==> src/rtl/sop_sequencer.sv <==
// sop_sequencer: sequential sum-of-products engine.
// Streams 2*N_PAIRS unsigned operands in over a valid/ready port, multiplies
// them pairwise through a single shared multiplier, accumulates the products
// and presents the sum over a valid/ready output port.

module sop_sequencer #(
    parameter  int W       = 4,
    parameter  int N_PAIRS = 4,
    localparam int RW      = 2 * W + $clog2(N_PAIRS)
) (
    input  logic          clk_i,
    input  logic          rst_ni,
    input  logic          abort_i,
    input  logic          in_valid_i,
    output logic          in_ready_o,
    input  logic [W-1:0]  in_data_i,
    output logic          out_valid_o,
    input  logic          out_ready_i,
    output logic [RW-1:0] out_result_o,
    output logic          busy_o
);

    localparam int CW = $clog2(N_PAIRS);
    localparam logic [CW-1:0] LAST_PAIR = CW'(N_PAIRS - 1);

    typedef enum logic [1:0] {
        LOAD_A = 2'd0,
        LOAD_B = 2'd1,
        FLUSH  = 2'd2,
        DONE   = 2'd3
    } state_e;

    state_e          state_q, state_d;
    logic [W-1:0]    aReg_q, aReg_d;
    logic [2*W-1:0]  prodReg_q, prodReg_d;
    logic            prodVld_q, prodVld_d;
    logic [CW-1:0]   pairCnt_q, pairCnt_d;
    logic [RW-1:0]   acc_q, acc_d;

    logic [2*W-1:0]  product;
    logic            inHandshake;
    logic            loadState;

    // The single shared multiplier: the held first operand times the incoming second one.
    assign product = (2 * W)'(aReg_q) * (2 * W)'(in_data_i);

    assign loadState    = (state_q == LOAD_A) || (state_q == LOAD_B);
    assign in_ready_o   = rst_ni & ~abort_i & loadState;
    assign inHandshake  = in_valid_i & in_ready_o;
    assign out_valid_o  = (state_q == DONE);
    assign out_result_o = acc_q;
    assign busy_o       = !((state_q == LOAD_A) && (pairCnt_q == '0));

    // Next-state decode: operand capture, product registration, accumulation, abort override.
    always_comb begin
        state_d   = state_q;
        aReg_d    = aReg_q;
        prodReg_d = prodReg_q;
        prodVld_d = 1'b0;
        pairCnt_d = pairCnt_q;
        acc_d     = acc_q;

        if (prodVld_q) begin
            acc_d = acc_q + RW'(prodReg_q);
        end

        case (state_q)
            LOAD_A: begin
                if (inHandshake) begin
                    aReg_d  = in_data_i;
                    state_d = LOAD_B;
                end
            end
            LOAD_B: begin
                if (inHandshake) begin
                    prodReg_d = product;
                    prodVld_d = 1'b1;
                    if (pairCnt_q == LAST_PAIR) begin
                        state_d = FLUSH;
                    end else begin
                        pairCnt_d = pairCnt_q + CW'(1);
                        state_d   = LOAD_A;
                    end
                end
            end
            FLUSH: begin
                state_d = DONE;
            end
            DONE: begin
                if (out_ready_i) begin
                    acc_d     = '0;
                    pairCnt_d = '0;
                    state_d   = LOAD_A;
                end
            end
            default: begin
                state_d = LOAD_A;
            end
        endcase

        if (abort_i) begin
            state_d   = LOAD_A;
            acc_d     = '0;
            pairCnt_d = '0;
            prodVld_d = 1'b0;
        end
    end

    // State and datapath registers, all cleared by the asynchronous reset.
    always_ff @(posedge clk_i or negedge rst_ni) begin
        if (!rst_ni) begin
            state_q   <= LOAD_A;
            aReg_q    <= '0;
            prodReg_q <= '0;
            prodVld_q <= 1'b0;
            pairCnt_q <= '0;
            acc_q     <= '0;
        end else begin
            state_q   <= state_d;
            aReg_q    <= aReg_d;
            prodReg_q <= prodReg_d;
            prodVld_q <= prodVld_d;
            pairCnt_q <= pairCnt_d;
            acc_q     <= acc_d;
        end
    end

endmodule

==> config.mk <==
export PLATFORM = sky130hd
export DESIGN_NAME = sop_sequencer
export DESIGN_NICKNAME = d
export VERILOG_FILES = /design/src/rtl/sop_sequencer.sv
export SDC_FILE = /design/constraint.sdc
export NUM_CORES = 1
export LEC_CHECK = 0
export ABC_AREA = 1
export CAP_MARGIN = 30
export CORE_MARGIN = 2
export CORE_UTILIZATION = 57
export DETAILED_ROUTE_END_ITERATION = 16
export GPL_ROUTABILITY_DRIVEN = 0
export PLACE_DENSITY = 0.84
export RECOVER_POWER = 100
export SLEW_MARGIN = 20
export SYNTH_ARGS = -nofsm -noshare
export SYNTH_HDL_FRONTEND = slang
export SYNTH_SLANG_ARGS = --single-unit
==> constraint.sdc <==
create_clock -name clk_i -period 3.5 [get_ports clk_i]
set_input_delay 0.7 -clock clk_i [delete_from_list [all_inputs] [get_ports clk_i]]
set_output_delay 0.7 -clock clk_i [all_outputs]
set_load 0.005 [all_outputs]
Yosys cells after proc, flatten, opt, wreduce, memory -nomap -nowiden. Cells that the tools add are included.

Flip-flop bits (word level): 27. Input bits: 9. Word-level logic and storage cells: 48. Output and inout port bits: 13.

$mul: 1. Multiplexer cells: 17. Add/sub/neg operators: 2. Bitwise gates (word level): 4. Reductions and logical operators: 10. Equality and inequality tests: 8.

Operators by type and width (count): 2-to-1 mux 10 bit (4); 2-to-1 mux 2 bit (8); adder 10 x 8 -> 10 bit (1); inequality test 3 bit (second input constant) (3); multiplier 4 x 4 -> 8 bit (1); case mux 2 bit (4 select lines) (1); equality test 2 bit (second input constant) (3); zero test 2 bit (2); case mux 2 bit (2 select lines) (1); AND reduction 2 bit (2); AND reduction 4 bit (1); bitwise AND 1 bit (3); 2-to-1 mux 1 bit (3); inequality test 3 x 2 -> 1 bit (second input constant) (1); AND reduction 3 bit (1); nonzero test 3 bit (1); adder 2 x 1 -> 2 bit (second input constant) (1); equality test 2 x 1 -> 1 bit (second input constant) (1); logical AND 1 bit (1); zero test 1 bit (1); logical OR 1 bit (1); NOT 1 bit (1).

Logic depth before layout (Yosys ltp).
Word-level depth: 7. Depth in mapped cells: 14. Mapped depth without buffers: 14.

Worst setup path after synthesis. OpenSTA, ideal clock, no wires.

Path type: input to register. From: input in_data_i[3]. To: register prodReg_q[6]. Data arrival time: 2857 ps. Required time: 3372 ps. Library setup time: 128 ps. Cell stages on the path: 9. Buffers on the path: 0. Setup slack: 516 ps. Path through: nand2_1 fa_1 fa_1 inv_1 fa_1 nand3_1 nand2_1 xor2_1 mux2_1.

Cells in the longest elaborated chain, start to end: 1.

RTL lines: from (decl) (RTL line 16) `input logic [W-1:0] in_data_i,`; multiplier 4 x 4 -> 8 bit (RTL line 45) `assign product = (2 * W)'(aReg_q) * (2 * W)'(in_data_i);`; to (signal assigned) (RTL line 121) `prodReg_q <= prodReg_d;`; to (decl) (RTL line 35) `logic [2*W-1:0] prodReg_q, prodReg_d;`.

Every way passes these cells. A chain may end at the register's enable or synchronous reset.

Final worst setup path. Same ends and word-level chain as after synthesis.

==> results.md <==
* Run status: finished clean
* Post-Synthesis Net Count at around 300
* Total count of hold-check failures in the final report at 0
* Number of levels the H-tree was split into at 1
* Die width at around 64 um
* Post-Route WL at 3810 um
* Per-instance average area after synthesis at roughly 7.8 sq um
* Cell leakage power at about 1.4 nW
* Number of nets at the end of the flow at 330
* Via Count at 1751
* Count of buffers inserted at the top-level ports at 21
* Yosys warns at 0
* Worst ir drop on vdd at 0.000292 V
* Number of rows in the core area at 21
* Final setup violation count at 0
* DRC marker count from the first detailed-route iteration at 61
* Area of combinational cells with multiple inputs at between 0.001 and 0.0015 sq mm
* Initial core utilization at about three fifths
* Power Dens Cells at between 400 and 500 mW/mm^2
* Ports placed on the boundary at 22
* Via count normalized by instance count at between 5 and 6
* Final Critical Period at between 3000 and 4000 ps
* Clock slew seen by the registers of the worst setup and hold paths at around 140 ps
* CTS tree: built
* Setup Skew at 8.47 ps
* GRT Resource Usage Total at between 20% and 30%
* Switching power share of the total at between 40% and 50%
* Power share of the clock group at 13.1%
* Area of the core at between 0.003 and 0.004 sq mm
* Distinct cell type count of the synthesized netlist at 31
* GRT Residual Overflow at 0
* Clock Tree Buf Depth at 2
* Worst-Skew Late Latency at approximately 330 ps
* DR WL/cell at 11.2 um
* Setup repair after global routing missed its margin: false
* Number of antenna violations at the first check in global routing at 0
* Kind of critical path: input port to register
* Gate Count Post-Synth at about 270
* Logic pwr share at 45.5%
* Kind of start point of the critical path: input port
* Number of pins with negative max-slew slack in the final report at 0
* Area Overhead vs Synth at 13.7%
* Data arrival time of the critical path at 3510 ps
* Post-Synthesis Cell Area at 0.00207 sq mm
* Share of the cycle needed by the critical path after routing at a little over nine tenths
* Top fanout value on the critical path at 2
* Actual slew at the worst max-slew pin at around 1400 ps
* DP Worst Slack at -80.7 ps
* Clock Sink Count at 27
* Synthesized flop and latch total at 27
* Max-slew headroom at under 10%
* Via count of the first global-routing pass at approximately 1700
* Global-route wire length before repair at between 6000 and 7000 um
* Fill cell total of the finished layout at 294
* Area post-placement at approximately 0.0024 sq mm
* Post-synthesis sequential area ratio at 32.7%
* Highest Clock Rate at about 300 MHz
* Largest net degree at the start of global routing at 28
* Portion of total power attributed to sequential cells at 41.3%
* Worst EP required at roughly 3700 ps
* Vertical die dimension at 64.2 um
* Clock buffers created by TritonCTS at 3
* CTS Root Cell: clkbuf_4
* Total iterations of the first detailed-routing run at 5
* Sort of element at the end of the critical path: register
* Setup Buffers After CTS at 0
* Hold/Removal Path Class: register to register
* Floorplan die area at roughly 0.0041 sq mm
* Final antenna-violating net count at 0
* Max capacitance violation total at 0
* # diodes at 0
* DP Wirelength at between 3000 and 4000 um
* Switching component of the power at 0.417 mW
* Worst path setup slack after routing at about 220 ps
* Internal power of the cells at 0.621 mW
* Drt drc at 0
* Post-CTS Resized at 0
* Hold_buf cts at 0
* Share of post-route cells with drive strength above 1 at under 10%
* Sequential Area at about 680 sq um
* Post-Layout Inst Area at between 0.002 and 0.0025 sq mm
metrics by stage:
stage / power, mW / hold WS (ps) / utilization [%] / cells / setup TNS [ps]
finish: 1.04 / 506 / 68.8 / 339 / 0
global route: 1.15 / 528 / 68.8 / 339 / 0
CTS: 1.06 / 514 / 70.0 / 339 / 0
detailed placement: 0.922 / 481 / 69.2 / 335 / -144
global placement: 0.898 / 475 / 69.2 / 335 / -3.77
floorplan: 0.780 / 404 / - / 265 / 0
final timing paths:
| path | from | to | slack (ps) | depth (start not counted) |
|---|---|---|---|---|
| min in group asynchronous | rst_ni | pairCnt_q[1]$_DFFE_PN0P_ | 1260 | 2 |
| worst min register to register | prodReg_q[3]$_DFFE_PN0P_ | prodReg_q[3]$_DFFE_PN0P_ | 510 | 1 |
| max in group asynchronous | rst_ni | prodReg_q[3]$_DFFE_PN0P_ | 1410 | 2 |
| worst max register to register | aReg_q[0]$_DFFE_PN0P_ | prodReg_q[6]$_DFFE_PN0P_ | 660 | 9 |
| worst max-delay path | in_data_i[3] | prodReg_q[6]$_DFFE_PN0P_ | 220 | 10 |
| worst min-delay path | prodReg_q[3]$_DFFE_PN0P_ | prodReg_q[3]$_DFFE_PN0P_ | 510 | 1 |
cells by family (layout without fill, tap and decap cells):
logic type | Yosys count | count (layout) | synth area share, %
compound gates | 24 | 24 | 6.65
xor+xnor | 4 | 4 | 1.69
fa+ha+maj | 27 | 27 | 18.1
buf+inv | 49 | 77 | 8.95
flops | 27 | 27 | 32.7
mux | 9 | 9 | 4.84
simple gates | 125 | 125 | 27.0
power by group through the flow:
stage	clock network [mW]	registers (mW)	logic, mW
after floorplan	0	0.418	0.362
after detailed placement	0	0.437	0.485
after CTS	0.144	0.430	0.488
after global placement	0	0.436	0.462
final	0.136	0.429	0.472
after global routing	0.161	0.440	0.544
state kept, by name, summed over array words and instances, names as in the netlist:
name          count
out_result_o     10
prodReg_q         8
aReg_q            4
pairCnt_q         2
state_q           2
prodVld_q         1
cells in the final DEF, fill, tap and decap left out, drive strengths merged:
cell type / synthesis / routed
a211oi: 1 / 1
o211ai: 1 / 1
fa: 5 / 5
a31o: 1 / 1
clkinv: 0 / 1
o21ai: 8 / 8
a21boi: 1 / 1
inv: 47 / 47
xor2: 3 / 3
mux2i: 1 / 1
xnor2: 1 / 1
clkbuf: 1 / 5
dfrtp: 27 / 27
dlygate4sd3: 0 / 17
ha: 22 / 22
nand2: 71 / 71
nand3: 24 / 24
o21a: 1 / 1
clkdlybuf4s50: 0 / 4
nand4: 5 / 5
nand3b: 1 / 1
mux2: 8 / 8
a21oi: 11 / 11
buf: 1 / 3
nor2: 24 / 24
Yosys cell counts:
cell type  number  area [sq um]
o211ai_1        1          7.51
a31o_2          1          8.76
nand3b_1        1          7.51
o21ai_0         6          30.0
nand3_2         1          10.0
a211oi_1        1          7.51
inv_2           4          15.0
ha_1           22           275
nand2_2         2          12.5
dfrtp_1        27           676
nand4_1         5          31.3
buf_2           1          5.00
xor2_1          3          26.3
nand3_1        23           115
a21oi_1        11          55.1
mux2i_1         1          10.0
o21a_1          1          7.51
nand2_1        68           255
mux2_1          8          90.1
nor2_8          1          20.0
a21boi_0        1          7.51
xnor2_1         1          8.76
fa_1            5           100
nor2_1         21          78.8
nor2_2          1          6.26
o21ai_1         1          5.00
clkbuf_1        1          3.75
nand2_4         1          11.3
o21ai_2         1          8.76
inv_1          43           161
nor2_4          1          11.3
cell type report:
| class | count | share of cell area, % |
|---|---|---|
| multi-input combinational | 189 | 49.8 |
| sequential | 27 | 28.7 |
| timing repair buffer | 26 | 10.4 |
| inverter | 47 | 7.50 |
| tap | 46 | 2.45 |
| clock buffer | 3 | 0.958 |
| clock inverter | 1 | 0.213 |
worst max-delay path: stages:
cell           delay, ps
dlygate4sd3_1        540
nand2_1               80
fa_1                 530
fa_1                 550
inv_1                 70
fa_1                 450
nand3_1              100
nand2_1               60
xor2_1               140
mux2_1               280
routing by layer:
metal | track usage (%) | vias up | share of wire [%]
li1 | - | 905 | -
met1 | 25.7 | 803 | 46
met2 | 38.7 | 39 | 49
met3 | 2.11 | 4 | 3.2
met4 | 6.91 | 0 | 1.3
met5 | 0 | - | 0
(Power assumes the default switching activity.)
